--- src/rtl/fetch_unit_pkg.sv ---
// Shared definitions for the instruction-fetch stage: next-PC select
// encodings, fetch FSM states and a halfword-alignment helper.
package fetch_unit_pkg;

    localparam int WORD_W = 16;

    // Next-PC select as driven by the control unit on pc_src.
    typedef enum logic [1:0] {
        PCSRC_SEQ = 2'b00,
        PCSRC_BR  = 2'b01,
        PCSRC_JMP = 2'b10,
        PCSRC_RET = 2'b11
    } pc_src_e;

    typedef enum logic [1:0] {
        ST_IDLE  = 2'b00,
        ST_FETCH = 2'b01,
        ST_READY = 2'b10
    } fetch_state_e;

    // Instructions are halfword aligned: bit 0 of every PC is forced low.
    function automatic logic [WORD_W-1:0] align_half(input logic [WORD_W-1:0] a);
        return {a[WORD_W-1:1], 1'b0};
    endfunction

endpackage

--- src/rtl/fetch_unit_return_stack.sv ---
// Circular return-address stack. ptr names the next free slot; the top
// entry sits at ptr-1. A push onto a full stack overwrites the oldest
// entry, which is exactly the slot ptr already points at.
module fetch_unit_return_stack
    import fetch_unit_pkg::*;
#(
    parameter int DEPTH = 4
) (
    input  logic              clk,
    input  logic              reset,
    input  logic              push,
    input  logic              pop,
    input  logic [WORD_W-1:0] push_data,
    output logic [WORD_W-1:0] top,
    output logic              full,
    output logic              empty
);

    localparam int PW = $clog2(DEPTH);
    localparam int CW = PW + 1;

    logic [WORD_W-1:0] mem [DEPTH];
    logic [PW-1:0]     ptr;
    logic [PW-1:0]     ptr_top;
    logic [PW-1:0]     wr_idx;
    logic [CW-1:0]     count;
    logic              do_pop;

    assign ptr_top = ptr - 1'b1;
    assign top     = mem[ptr_top];
    assign full    = (count == CW'(DEPTH));
    assign empty   = (count == '0);
    // A pop of an empty stack leaves pointer and count untouched.
    assign do_pop  = pop && !empty;
    // Push together with a real pop replaces the top in place.
    assign wr_idx  = do_pop ? ptr_top : ptr;

    // Pointer and occupancy bookkeeping.
    always_ff @(posedge clk) begin
        // NOTE: sequential state uses non-blocking assignments so every
        // register samples pre-edge values regardless of statement order.
        if (reset) begin
            ptr   <= '0;
            count <= '0;
        end else if (push && !do_pop) begin
            ptr <= ptr + 1'b1;
            if (!full) begin
                count <= count + 1'b1;
            end
        end else if (do_pop && !push) begin
            ptr   <= ptr_top;
            count <= count - 1'b1;
        end
    end

    // Entry storage.
    always_ff @(posedge clk) begin
        // NOTE: the entry array is deliberately not reset; count==0 already
        // marks every slot invalid, so clearing it would only cost logic.
        if (push) begin
            mem[wr_idx] <= push_data;
        end
    end

endmodule

--- src/rtl/fetch_unit.sv ---
// Instruction-fetch stage: owns the PC, addresses instruction memory,
// latches the returned word into the IR and commits the next PC
// (sequential, branch, jump or return) when the control unit asks.
module fetch_unit
    import fetch_unit_pkg::*;
#(
    parameter logic [15:0] RESET_PC  = 16'h0000,
    parameter int          RAS_DEPTH = 4
) (
    input  logic        clk,
    input  logic        reset,
    input  logic        fetch_req,
    input  logic        pc_update,
    input  logic [1:0]  pc_src,
    input  logic        is_call,
    input  logic [15:0] branch_target,
    input  logic [15:0] jump_target,
    output logic [15:0] imem_addr,
    input  logic [15:0] imem_instr,
    output logic [15:0] instr,
    output logic        instr_valid,
    output logic [15:0] pc,
    output logic [15:0] pc_plus2,
    output logic        ras_overflow,
    output logic        ras_underflow,
    output logic        misaligned
);

    fetch_state_e state;
    fetch_state_e state_next;
    pc_src_e      src;
    logic [15:0]  sel;
    logic [15:0]  ras_top;
    logic         ras_full;
    logic         ras_empty;
    logic         commit;
    logic         ras_push;
    logic         ras_pop;

    assign src         = pc_src_e'(pc_src);
    assign imem_addr   = pc;
    assign pc_plus2    = pc + 16'd2;
    assign instr_valid = (state == ST_READY);
    // pc_update is only meaningful once the IR holds the current instruction.
    assign commit      = pc_update && (state == ST_READY);
    assign ras_push    = commit && is_call;
    assign ras_pop     = commit && (src == PCSRC_RET);

    fetch_unit_return_stack #(
        .DEPTH(RAS_DEPTH)
    ) u_ras (
        .clk      (clk),
        .reset    (reset),
        .push     (ras_push),
        .pop      (ras_pop),
        .push_data(pc_plus2),
        .top      (ras_top),
        .full     (ras_full),
        .empty    (ras_empty)
    );

    // FSM state register.
    always_ff @(posedge clk) begin
        if (reset) begin
            state <= ST_IDLE;
        end else begin
            state <= state_next;
        end
    end

    // FSM next state: IDLE -> FETCH on request, FETCH -> READY, READY -> IDLE on commit.
    always_comb begin
        // NOTE: default first so every path assigns state_next and no latch is inferred.
        state_next = state;
        case (state)
            ST_IDLE:  if (fetch_req) state_next = ST_FETCH;
            ST_FETCH: state_next = ST_READY;
            ST_READY: if (pc_update) state_next = ST_IDLE;
            default:  state_next = ST_IDLE;
        endcase
    end

    // Next-PC select; an empty stack on return falls back to RESET_PC.
    always_comb begin
        sel = pc_plus2;
        case (src)
            PCSRC_SEQ: sel = pc_plus2;
            PCSRC_BR:  sel = branch_target;
            PCSRC_JMP: sel = jump_target;
            PCSRC_RET: sel = ras_empty ? RESET_PC : ras_top;
            default:   sel = pc_plus2;
        endcase
    end

    // PC, IR and sticky error flags.
    always_ff @(posedge clk) begin
        if (reset) begin
            pc            <= align_half(RESET_PC);
            instr         <= '0;
            ras_overflow  <= 1'b0;
            ras_underflow <= 1'b0;
            misaligned    <= 1'b0;
        end else begin
            if (state == ST_FETCH) begin
                instr <= imem_instr;
            end
            if (commit) begin
                pc <= align_half(sel);
                if (sel[0]) begin
                    misaligned <= 1'b1;
                end
                if (ras_pop && ras_empty) begin
                    ras_underflow <= 1'b1;
                end
                // A push paired with a real pop only replaces the top, so it never overflows.
                if (ras_push && ras_full && !(ras_pop && !ras_empty)) begin
                    ras_overflow <= 1'b1;
                end
            end
        end
    end

endmodule

--- config.mk ---
export PLATFORM = sky130hd
export DESIGN_NAME = fetch_unit
export DESIGN_NICKNAME = d
export VERILOG_FILES = /design/src/rtl/fetch_unit_pkg.sv /design/src/rtl/fetch_unit_return_stack.sv /design/src/rtl/fetch_unit.sv
export SDC_FILE = /design/constraint.sdc
export NUM_CORES = 1
export LEC_CHECK = 0
export BUFFER_PORTS_ARGS = -buffer_cell sky130_fd_sc_hd__clkbuf_2
export CAP_MARGIN = 5
export CORE_MARGIN = 5
export CORE_UTILIZATION = 55
export DETAILED_ROUTE_END_ITERATION = 12
export PLACE_DENSITY = 0.89
export SETUP_SLACK_MARGIN = 0.5
export SYNTH_ARGS = -nofsm -noshare
export SYNTH_HDL_FRONTEND = slang
export SYNTH_HIERARCHICAL = 1
export SYNTH_SLANG_ARGS = --single-unit
--- constraint.sdc ---
create_clock -name clk -period 9 [get_ports clk]
set_clock_uncertainty 0.1 [all_clocks]
set_input_delay 1.8 -clock clk [delete_from_list [all_inputs] [get_ports clk]]
set_output_delay 1.8 -clock clk [all_outputs]
set_load 0.01 [all_outputs]
Yosys cells after proc, flatten, opt, wreduce, memory -nomap -nowiden
Memories as Yosys holds them, arrays and structs flattened.
Cells that the tools add are included.

storage, ports and cells
  register bits = 41
  RAM bits = 64
  bits of input ports = 55
  output and inout port bits = 68
  logic and storage cells = 57
  memories kept = 1

memory list
  name       depth  bits a word  read ports  clocked after Yosys merged registers in  write ports  RTL line                       RTL
  u_ras.mem  4      16           1           0                                        1            fetch_unit_return_stack.sv:22  logic [WORD_W-1:0] mem [DEPTH];

cells by class
  add/sub/neg operators = 5
  equality and inequality tests = 9
  muxes and demuxes = 13
  reductions and logical operators = 21

operators by type and width
  cell                     count
  $pmux W16 S4             1
  $add A16 B2 Y16 const B  1
  $mux W16                 1
  $mux W2                  5
  $reduce_and A2 Y1        5
  $logic_and A1 B1 Y1      9
  $mux W3                  3
  $eq A2 B2 Y1 const B     3
  $ne A2 B2 Y1 const B     3
  $pmux W2 S3              1
  $eq A2 B1 Y1 const B     2
  $logic_not A2 Y1         2
  $add A3 B1 Y3 const B    1
  $eq A3 B3 Y1 const B     1
  $logic_not A1 Y1         3
  $logic_not A3 Y1         1
  $sub A3 B1 Y3 const B    1
  $add A2 B1 Y2 const B    1
  $mux W1                  2
  $reduce_bool A2 Y1       1
  $sub A2 B1 Y2 const B    1

Longest topological paths before layout
Gate-level depths: netlist of the first run.

  depth in word-level cells = 8
  depth in mapped cells = 11
  gate-level depth less buffers = 9

Cells and area by module
Netlist of the first run, hierarchy kept.

by module, submodules not included
  module                   times used  cells an instance  area an instance (sq um)  seq. area each (sq um)
  fetch_unit_return_stack  1           129                2666.3                    2021.9
  fetch_unit               1           305                2347.3                    720.7

Least setup slack after synthesis of the first run
No wires, ideal clock.

  kind = input to register
  from = input pc_src[1]
  to = memory u_ras.mem[1][0], enable pin
  setup time = 395 ps
  arrival time = 3596 ps
  data required time = 8505 ps
  setup slack = 4909 ps
  stages on the path = 7
  path buffers = 2
  cell sequence = buf_2 > clkbuf_8 > nand2_1 > nor2_1 > o31ai_1 > or2_2 > o22ai_1

between the ends
  word-level cells in the longest chain between the ends = 4

RTL lines
  element              RTL line                       RTL
  from (decl)          fetch_unit.sv:14               input logic [1:0] pc_src,
  $eq A2 B2 Y1         fetch_unit.sv:47               assign ras_pop = commit && (src == PCSRC_RET);
  $logic_and A1 B1 Y1  fetch_unit.sv:47
  named net ras_pop    fetch_unit.sv:38               logic ras_pop;
  $logic_and A1 B1 Y1  fetch_unit_return_stack.sv:34  assign do_pop = pop && !empty;
  $mux W2              fetch_unit_return_stack.sv:36  assign wr_idx = do_pop ? ptr_top : ptr;
  to (decl)            fetch_unit_return_stack.sv:22

The timed path passes the listed nets, and every way through them passes these cells.

Final worst setup path of the first run
  from = input pc_update
  to = memory u_ras.mem[1][11], enable pin

between the ends
  word-level cells in the longest chain between the ends = 4
  elaborated cells between the ends (all ways) = 7
  those cells by class = mux (3); reduce/logical (4)

RTL lines
  element              RTL line                       RTL
  from (decl)          fetch_unit.sv:13               input logic pc_update,
  $logic_and A1 B1 Y1  fetch_unit.sv:45               assign commit = pc_update && (state == ST_READY);
  $logic_and A1 B1 Y1  fetch_unit.sv:47
  named net ras_pop    fetch_unit.sv:38
  $logic_and A1 B1 Y1  fetch_unit_return_stack.sv:34
  $mux W2              fetch_unit_return_stack.sv:36

The timed path passes the listed nets, and every way through them passes these cells.

==> results of run 1 <==
## worst min-delay path: cells and delay by family (launching register included)
| family | cells | cell delay (ns) |
|---|---|---|
| AO/OA/AOI/OAI | 1 | 0.05 |
| flip-flops | 1 | 0.32 |
| buffers and inverters | 1 | 0.04 |
## area by class of cell
type | count | area [sq um] | share of cell area [%]
clock buffer | 11 | 153 | 2.67
clock inverter | 5 | 35.0 | 0.614
inverter | 14 | 52.6 | 0.921
multi-input combinational | 274 | 1960 | 34.3
sequential | 105 | 2740 | 48.0
tap | 108 | 135 | 2.37
timing repair buffer | 124 | 633 | 11.1
## state kept, by name, indices dropped and copies added, names as in the netlist
| signal | flops |
|---|---|
| imem_addr | 15 |
| instr | 16 |
| misaligned | 1 |
| ras_overflow | 1 |
| ras_underflow | 1 |
| state | 2 |
| u_ras/count | 3 |
| u_ras/mem | 64 |
| u_ras/ptr | 2 |
## cell usage in the layout, fill, tap and decap left out, types with 9 or more instances in the layout
master / netlist / routed
inv_1: 14 / 14
a21oi_1: 42 / 42
clkbuf_8: 2 / 9
mux4_2: 16 / 16
edfxtp_1: 64 / 64
a221oi_1: 11 / 11
nor3_1: 10 / 10
nor2_1: 21 / 21
nand2_1: 43 / 43
clkbuf_2: 1 / 119
dfxtp_1: 41 / 41
## kinds of logic (layout without fill, tap and decap cells)
| group | after synthesis | in the layout | synth area share, % |
|---|---|---|---|
| xor+xnor | 15 | 15 | 2.62 |
| simple gates | 134 | 134 | 14.3 |
| flops | 105 | 105 | 54.7 |
| buf+inv | 61 | 154 | 6.71 |
| mux | 17 | 17 | 7.39 |
| compound gates | 96 | 96 | 12.9 |
| other cells | 1 | 7 | 0.0748 |
| fa+ha+maj | 5 | 5 | 1.25 |
## metrics by stage
stage / cells / area, sq um
final: 641 / 5710
after global routing: 641 / 5710
after CTS: 641 / 5710
after detailed placement: 625 / 5520
after global placement: 625 / 5520
after floorplan: 440 / 5040
## final timing paths
check | depth (start not counted) | end | start | slack, ns
max | 7 | u_ras/mem[1][11] | pc_update | 4.44
min | 2 | ras_overflow | ras_overflow | 0.35
max reg2reg | 6 | u_ras/mem[1][11] | state[0] | 5.53
min reg2reg | 2 | ras_overflow | ras_overflow | 0.35
## per-layer routing
| layer | vias up | track usage (%) |
|---|---|---|
| met1 | 1860 | 30.0 |
| li1 | 1793 | - |
| met2 | 264 | 36.9 |
| met5 | - | 0 |
| met4 | 0 | 9.18 |
| met3 | 25 | 5.75 |
## power breakdown
| group | switching (mW) | total (mW) | internal (mW) | leakage [nW] |
|---|---|---|---|---|
| combinational | 0.0434 | 0.0744 | 0.0310 | 1.14 |
| sequential | 0.00766 | 0.521 | 0.513 | 0.933 |
| clock | 0.166 | 0.285 | 0.119 | 0.0997 |
| total | 0.217 | 0.880 | 0.663 | 2.17 |
==> run_results.csv, run 1 <==
group,metric,value,unit
route,routedWlPerCell,20.1,microns
logic_synthesis,yosysTopAreaCellShare,38.3,%
layout,syn2layout_area_growth,13.9,%
grt,antenna_found_initial,0,
logic_synthesis,synth-async-reset-ratio,0,%
route,wl,12900,microns
status,status,"completed",
placement,routabilityCongestion,0.862,
cts,post_cts_resized,0,
layout,final_layout_size_suffix_gt1_share,31.5,%
route,ant_nets,0,
route,vias,3942,
route,wl_met2,6150,microns
logic_synthesis,synth_most_common_cell,"edfxtp_1",
logic_synthesis,synthCells,434,
timing,setup_violations,0,
job,maxCapViolations,0,
grt,grt_pass1_wl,19900,microns
critical_path,worstSetupStartpointType,"input port",
critical_path,crit_chain,"clkbuf_2 -> nand3b_1 -> nor2_1 -> o31ai_1 -> or2_2 -> o22ai_1 -> buf_4",
pwr,leakage,2.17,nW
grt,grt_pass1_vias,3852,
floorplan,ios,123,
placement,place_ws,4.19,ns
pwr,powerDensity,154,nW/um^2
critical_path,critPathTopFamily,"simple AND/OR/NAND/NOR gates",
logic_synthesis,yosysSeqAreaShare,54.7,%
route,first_pass_iters,6,
cts,cts_inserted_buffers,9,
grt,grt_max_degree,45,
logic_synthesis,ys_top_cells_by_area,"edfxtp_1 38%, dfxtp_1 16%, mux4_2 7.2%",
layout,postLayoutCoreUtil,64.8,%
pwr,power,0.880,mW
route,drc,0,
cts,cts.reportedPaths.clkPinSlew,0.10,ns
layout,nFillCells,676,
timing,clock.fmax,219,MHz
critical_path,cpMaxStageDelayCell,"o22ai_1",
floorplan,die_w,105,microns
cts,postCtsHoldBufs,0,
timing,worstMarginPinSlew,1.06,ns
timing,hold_ws,0.351,ns
logic_synthesis,synth-edff-count,64,
logic_synthesis,yosysTopAreaCell,"edfxtp_1",
layout,fin_nets,588,
route,drt_iter0_markers,377,
critical_path,crit_arrival,4.54,ns
logic_synthesis,yosys.cell_types.count,58,
floorplan,rows,34,
critical_path,path_class,"input port to register",
timing,finalWorstSetupSlack,4.44,ns
timing,setup_tns,0,ns
logic_synthesis,synth_common_cells,"64 x edfxtp_1, 43 x nand2_1, 42 x a21oi_1",
floorplan,start_util,56.9,%
route,met3WireLength,1440,microns
logic_synthesis,ys_ff_latch,105,
route,vias_per_cell,6.15,
placement,hpwl,9280,microns
critical_path,crit_required,8.98,ns
timing,slew_headroom,29.5,%
critical_path,cp_num_buf_inv,2,
critical_path,cp_max_fo,21,
critical_path,cp_slowest_stage_delay,0.71,ns
floorplan,die_area,11100,sq um
cts,clkSinkCount,105,
timing,finalHoldViolations,0,
timing,fin_crit_sh,50.6,%
layout,antenna_cells,0,
logic_synthesis,yosysWarnings,6,
cts,cts_tree,"done",
timing,slew_violations,0,
critical_path,endpoint_kind,"register",
logic_synthesis,syn_avg_cell_area,11.6,sq um
route,wl_met1,5040,microns
pwr,vdd.ir_drop.worst,110,uV
cts,ctsRootBufferMaster,"clkbuf_8",
cts,insertion_delay,0.37,ns
floorplan,fp.coreArea,8810,sq um
route,highest_layer,"met4",
cts,clk_path_buf_depth,2,
timing,rsz0062_at_grt,"false",
min_path,hold_path.class,"register to register",
grt,overflow,0,
grt,grt_usage,23.0,%
floorplan,die_h,105,microns
cts,htreeDepth,3,
logic_synthesis,syn-cell-area,5010,sq um
logic_synthesis,synth_flop_cell,"edfxtp_1",
cts,post_cts_buffers,0,
timing,period_needed,4.56,ns
placement,port_buffers,119,
Power figures use the tool's default switching activity.
==> inputs of run 2 (changes only) <==
--- a/config.mk
+++ b/config.mk
@@ -8,9 +8,9 @@
 export BUFFER_PORTS_ARGS = -buffer_cell sky130_fd_sc_hd__clkbuf_2
 export CAP_MARGIN = 5
 export CORE_MARGIN = 5
-export CORE_UTILIZATION = 55
+export CORE_UTILIZATION = 54
 export DETAILED_ROUTE_END_ITERATION = 12
-export PLACE_DENSITY = 0.89
+export PLACE_DENSITY = 0.88
 export SETUP_SLACK_MARGIN = 0.5
 export SYNTH_ARGS = -nofsm -noshare
 export SYNTH_HDL_FRONTEND = slang
==> constraint.sdc (replaced) <==
create_clock -name clk -period 4.7 [get_ports clk]
set_clock_uncertainty 0.1 [all_clocks]
set_input_delay 0.94 -clock clk [delete_from_list [all_inputs] [get_ports clk]]
set_output_delay 0.94 -clock clk [all_outputs]
set_load 0.01 [all_outputs]
==> run_results.csv, run 2 (synthesis results as in run 1) <==
group,metric,value,unit
timing,fin_crit_sh,74.9,%
timing,rsz0062_at_grt,"false",
floorplan,rows,35,
grt,grt_pass1_wl,19800,microns
grt,antenna_found_initial,0,
critical_path,path_class,"register to output port",
critical_path,cpMaxStageDelayCell,"nor4_2",
timing,finalWorstSetupSlack,1.18,ns
layout,final_layout_size_suffix_gt1_share,31.9,%
critical_path,cp_slowest_stage_delay,0.56,ns
timing,setup_violations,0,
cts,cts_tree,"done",
pwr,p_switching,0.419,mW
pwr,vdd.ir_drop.worst,184,uV
timing,period_needed,3.52,ns
pwr,power,1.77,mW
critical_path,cp_max_fo,11,
timing,hold_ws,0.357,ns
cts,postCtsHoldBufs,0,
floorplan,die_w,106,microns
layout,top_register,"u_ras/mem",
cts,ctsRootBufferMaster,"clkbuf_8",
floorplan,die_area,11300,sq um
placement,hpwl,8920,microns
layout,antenna_cells,0,
placement,routabilityCongestion,0.881,
cts,clk_path_buf_depth,2,
floorplan,die_h,106,microns
cts,post_cts_resized,0,
timing,slew_violations,0,
layout,syn2layout_area_growth,15.1,%
layout,fin_nets,591,
route,ant_nets,0,
pwr,intPower,1.35,mW
status,status,"completed",
cts,post_cts_buffers,0,
min_path,hold_path.class,"register to register",
grt,grt_usage,22.6,%
floorplan,start_util,54.8,%
timing,setup_tns,0,ns
cts,insertion_delay,0.37,ns
route,wl,12700,microns
route,drt_iter0_markers,428,
placement,place_ws,1.22,ns
critical_path,worstSetupStartpointType,"register",
pwr,pwr-share-seq,56.4,%
layout,postLayoutCoreUtil,63.1,%
grt,grt_max_degree,45,
pwr,p_clk_share,35.5,%
cts,cts.reportedPaths.clkPinSlew,0.10,ns
critical_path,crit_arrival,2.48,ns
floorplan,fp.coreArea,9150,sq um
pwr,power_frac_comb,8.2,%
timing,clock.fmax,284,MHz
pwr,swShare,23.7,%
route,vias,3977,
timing,worstMarginPinSlew,1.04,ns
layout,final_common_cell,"clkbuf_2",
job,maxCapViolations,0,
layout,largest_reg_flops,64,
critical_path,endpoint_kind,"output port",
timing,slew_headroom,30.2,%
cts,cts_inserted_buffers,9,
route,first_pass_iters,8,
cts,htreeDepth,3,
route,drc,0,
timing,finalHoldViolations,0,
floorplan,ios,123,
critical_path,crit_chain,"nand4_1 -> nor4_2 -> xnor2_1 -> clkbuf_2",
cts,clkSinkCount,105,
critical_path,crit_required,3.66,ns
route,vias_per_cell,6.15,
pwr,powerDensity,306,nW/um^2
placement,port_buffers,119,
pwr,leakage,2.20,nW
grt,grt_pass1_vias,3827,
grt,overflow,0,
layout,most-common-layout-cells,"119 x clkbuf_2, 64 x edfxtp_1, 43 x nand2_1",
route,routedWlPerCell,19.6,microns
run 2: changes by cell type in the layout (fill, tap and decap cells not counted), sizes merged:
| cell | change |
|---|---|
| clkbuf | -2 |
| bufinv | +2 |
| buf | +3 |
run 2: cell type report:
cell class                      count  area [sq um]
Fill cell                         703          3380
Sequential cell                   105          2740
Multi-Input combinational cell    274          1960
Timing Repair Buffer              127           656
Tap cell                          111           139
Clock buffer                        9           124
Clock inverter                      7           101
Inverter                           14          52.6
run 2: stage by stage:
step	instances	instance area, sq um
2_1_floorplan	440	5040
3_3_place_gp	631	5550
3_5_place_dp	631	5550
4_1_cts	647	5770
5_1_grt	647	5770
6_report	647	5770
run 2: worst max-delay path, delay by kind of cell, from the launching register on:
kind	cells	cell delay (ns)
flops	1	0.52
buf+inv	1	0.21
simple gates	2	1.11
xor+xnor	1	0.27
run 2: path summary, 6_finish.rpt:
path	from	to	slack (ns)	cells after the start
setup / recovery	imem_addr[3]	pc_plus2[14]	1.18	4
hold / removal	ras_overflow	ras_overflow	0.36	2
setup reg to reg	state[1]	u_ras/count[2]	1.83	8
hold reg to reg	ras_overflow	ras_overflow	0.36	2
run 2: layer usage:
metal	wire [microns]	global-route usage, %	vias to the layer above
met4	378	9.25	0
met2	6210	36.4	267
met3	1410	5.10	43
li1	-	-	1799
met5	0	0	-
met1	4690	29.5	1868
run 2: power groups by stage:
stage | clock [mW] | sequential (mW) | combinational, mW
2_1_floorplan | 0 | 1.02 | 0.0879
3_3_place_gp | 0 | 1.02 | 0.138
3_5_place_dp | 0 | 1.02 | 0.143
4_1_cts | 0.638 | 0.996 | 0.143
5_1_grt | 0.676 | 0.999 | 0.158
6_report | 0.627 | 0.997 | 0.145
==> inputs of run 3 (changes only) <==
--- a/config.mk
+++ b/config.mk
@@ -5,12 +5,13 @@
 export SDC_FILE = /design/constraint.sdc
 export NUM_CORES = 1
 export LEC_CHECK = 0
+export ABC_AREA = 1
 export BUFFER_PORTS_ARGS = -buffer_cell sky130_fd_sc_hd__clkbuf_2
 export CAP_MARGIN = 5
 export CORE_MARGIN = 5
 export CORE_UTILIZATION = 54
 export DETAILED_ROUTE_END_ITERATION = 12
-export PLACE_DENSITY = 0.88
+export PLACE_DENSITY = 0.87
 export SETUP_SLACK_MARGIN = 0.5
 export SYNTH_ARGS = -nofsm -noshare
 export SYNTH_HDL_FRONTEND = slang
==> constraint.sdc (replaced) <==
create_clock -name clk -period 3.5 [get_ports clk]
set_clock_uncertainty 0.1 [all_clocks]
set_input_delay 0.7 -clock clk [delete_from_list [all_inputs] [get_ports clk]]
set_output_delay 0.7 -clock clk [all_outputs]
set_load 0.01 [all_outputs]
==> run_results.csv, run 3 <==
group,metric,value,unit
cts,cts.reportedPaths.clkPinSlew,0.11,ns
timing,slew_headroom,57.4,%
cts,post_cts_buffers,0,
logic_synthesis,synth-async-reset-ratio,0,%
route,first_pass_iters,5,
critical_path,ff2ff_path_depth,8,
logic_synthesis,yosysSeqAreaShare,52.5,%
critical_path,crit_arrival,2.04,ns
logic_synthesis,synth-edff-count,64,
logic_synthesis,syn_avg_cell_area,8.82,sq um
critical_path,timing.rr.start,"u_ras/ptr[1]",
placement,dpl-instance-area,5750,sq um
grt,overflow,0,
cts,ctsRootBufferMaster,"clkbuf_8",
min_path,min_from,"ras_overflow",
layout,largest_reg_flops,64,
layout,final_layout_size_suffix_gt1_share,26.1,%
pwr,powerDensity,377,nW/um^2
cts,clk_path_buf_depth,2,
layout,antenna_cells,0,
cts,clkSinkCount,105,
critical_path,cp_max_fo,7,
status,status,"completed",
grt,grt_pass1_vias,4517,
logic_synthesis,synth_common_cells,"136 x nand2_1, 102 x nor2_1, 64 x edfxtp_1",
placement,routabilityCongestion,0.866,
logic_synthesis,syn-cell-area,5220,sq um
placement,port_buffers,119,
timing,setup_tns,0,ns
grt,grt_max_degree,34,
layout,fin_area,5940,sq um
layout,top_register,"u_ras/mem",
timing,worstMarginPinSlew,0.638,ns
timing,slew_violations,0,
timing,period_needed,2.84,ns
job,maxCapViolations,0,
logic_synthesis,synth_most_common_cell,"nand2_1",
layout,nFillCells,756,
floorplan,ios,123,
layout,postLayoutCoreUtil,63.7,%
floorplan,start_util,56.0,%
layout,seq_area,2750,sq um
route,wl,14000,microns
logic_synthesis,yosysTopAreaCell,"edfxtp_1",
route,ant_nets,0,
grt,grt_usage,24.3,%
min_path,min_path_cells,2,
critical_path,crit_required,2.70,ns
critical_path,path_class,"register to output port",
cts,cts_tree,"done",
cts,cts_inserted_buffers,9,
layout,final_common_cell,"nand2_1",
critical_path,setup.worst_path.start,"imem_addr[1]",
layout,fin_nets,756,
cts,postCtsHoldBufs,0,
critical_path,worstSetupStartpointType,"register",
cts,htreeDepth,3,
critical_path,endpoint_kind,"output port",
floorplan,fp.coreArea,9330,sq um
floorplan,rows,35,
floorplan,die_area,11700,sq um
floorplan,die_w,108,microns
placement,placed_cells,814,
layout,syn2layout_area_growth,13.8,%
timing,clock.fmax,353,MHz
timing,fin_crit_sh,81.0,%
logic_synthesis,yosysWarnings,6,
pwr,leakage,2.59,nW
layout,layoutNonFillerInstCount,830,
grt,antenna_found_initial,0,
logic_synthesis,ys_ff_latch,105,
pwr,vdd.ir_drop.worst,219,uV
route,vias,4524,
grt,grt_pass1_wl,22000,microns
min_path,hold_path.class,"register to register",
timing,rsz0062_at_grt,"true",
logic_synthesis,yosys.cell_types.count,41,
layout,multi_input_area,2060,sq um
logic_synthesis,ys_top_cells_by_area,"edfxtp_1 37%, dfxtp_1 16%, nand2_1 9.8%",
cts,insertion_delay,0.38,ns
timing,setup_violations,0,
layout,most-common-layout-cells,"136 x nand2_1, 119 x clkbuf_2, 102 x nor2_1",
logic_synthesis,synthCells,592,
floorplan,die_h,108,microns
logic_synthesis,yosysTopAreaCellShare,36.8,%
route,drc,0,
logic_synthesis,synth_flop_cell,"edfxtp_1",
route,vias_per_cell,5.45,
timing,finalHoldViolations,0,
placement,hpwl,10100,microns
route,routedWlPerCell,16.8,microns
route,drt_iter0_markers,342,
## run 3: cell types whose count changed after synthesis, sizes merged, moves of 12 or more
cell / before / now
o21ai: 8 / 37
mux4: 16 / 0
nor2: 21 / 113
nand2: 43 / 148
a221oi: 12 / 0
inv: 14 / 39
nand3: 8 / 32
clkbuf: 19 / 4
## run 3: layout make-up
cell class              count  share of cell area (%)
clock buffers               9                    2.09
clock inverters             7                   0.906
inverters                  39                    2.55
multi-input cells         416                    34.7
flip-flops and latches    105                    46.2
well taps                 129                    2.72
repair buffers            125                    10.8
## run 3: final timing paths
check	endpoint	slack (ns)
max	pc_plus2[15]	0.66
min	ras_overflow	0.37
max reg2reg	u_ras/mem[1][7]	0.87
min reg2reg	ras_overflow	0.37
## run 3: worst max-delay path, cell delays in order (launching register included)
cell	delay, ns
dfxtp_2	0.41
ha_1	0.22
nand3_1	0.22
nor2_1	0.23
nand3_1	0.10
nand2_1	0.08
and2_1	0.24
clkbuf_2	0.17
## run 3: timing repair
action,CTS,global route
hold endpoints to repair,0,0
setup endpoints to repair,0,7
gates resized for setup,0,4
## run 3: kinds of logic (layout without fill, tap and decap cells)
group	after synthesis	count (layout)	synth area share [%]
xor gates and xnor gates	6	6	1.15
DFF	105	105	52.5
muxes	2	2	0.384
other	1	7	0.0718
and+or+nand+nor	307	307	26.5
adders and majority gates	5	5	1.20
buffers and inverters	77	180	8.53
AOI/OAI and AO/OA	89	89	9.59
## run 3: per-stage QoR
stage / power (mW) / hold slack [ns] / setup slack [ns]
6_report: 2.24 / 0.366 / 0.664
5_1_grt: 2.31 / 0.400 / 0.489
4_1_cts: 2.24 / 0.366 / 0.545
3_5_place_dp: 1.56 / 0.350 / 0.718
3_3_place_gp: 1.55 / 0.342 / 0.774
2_1_floorplan: 1.48 / 0.336 / 0.686
## run 3: power by group
part           total [mW]  internal (mW)  switching [mW]
sequential           1.34           1.32          0.0169
combinational       0.192         0.0707           0.122
clock               0.709          0.266           0.443
## run 3: per-layer routing
layer | track usage, % | part of all wire [%] | vias up
li1 | - | - | 2127
met1 | 30.4 | 39 | 2120
met2 | 40.5 | 49 | 238
met3 | 4.60 | 9.0 | 39
met4 | 12.2 | 3.1 | 0
met5 | 0 | 0 | -
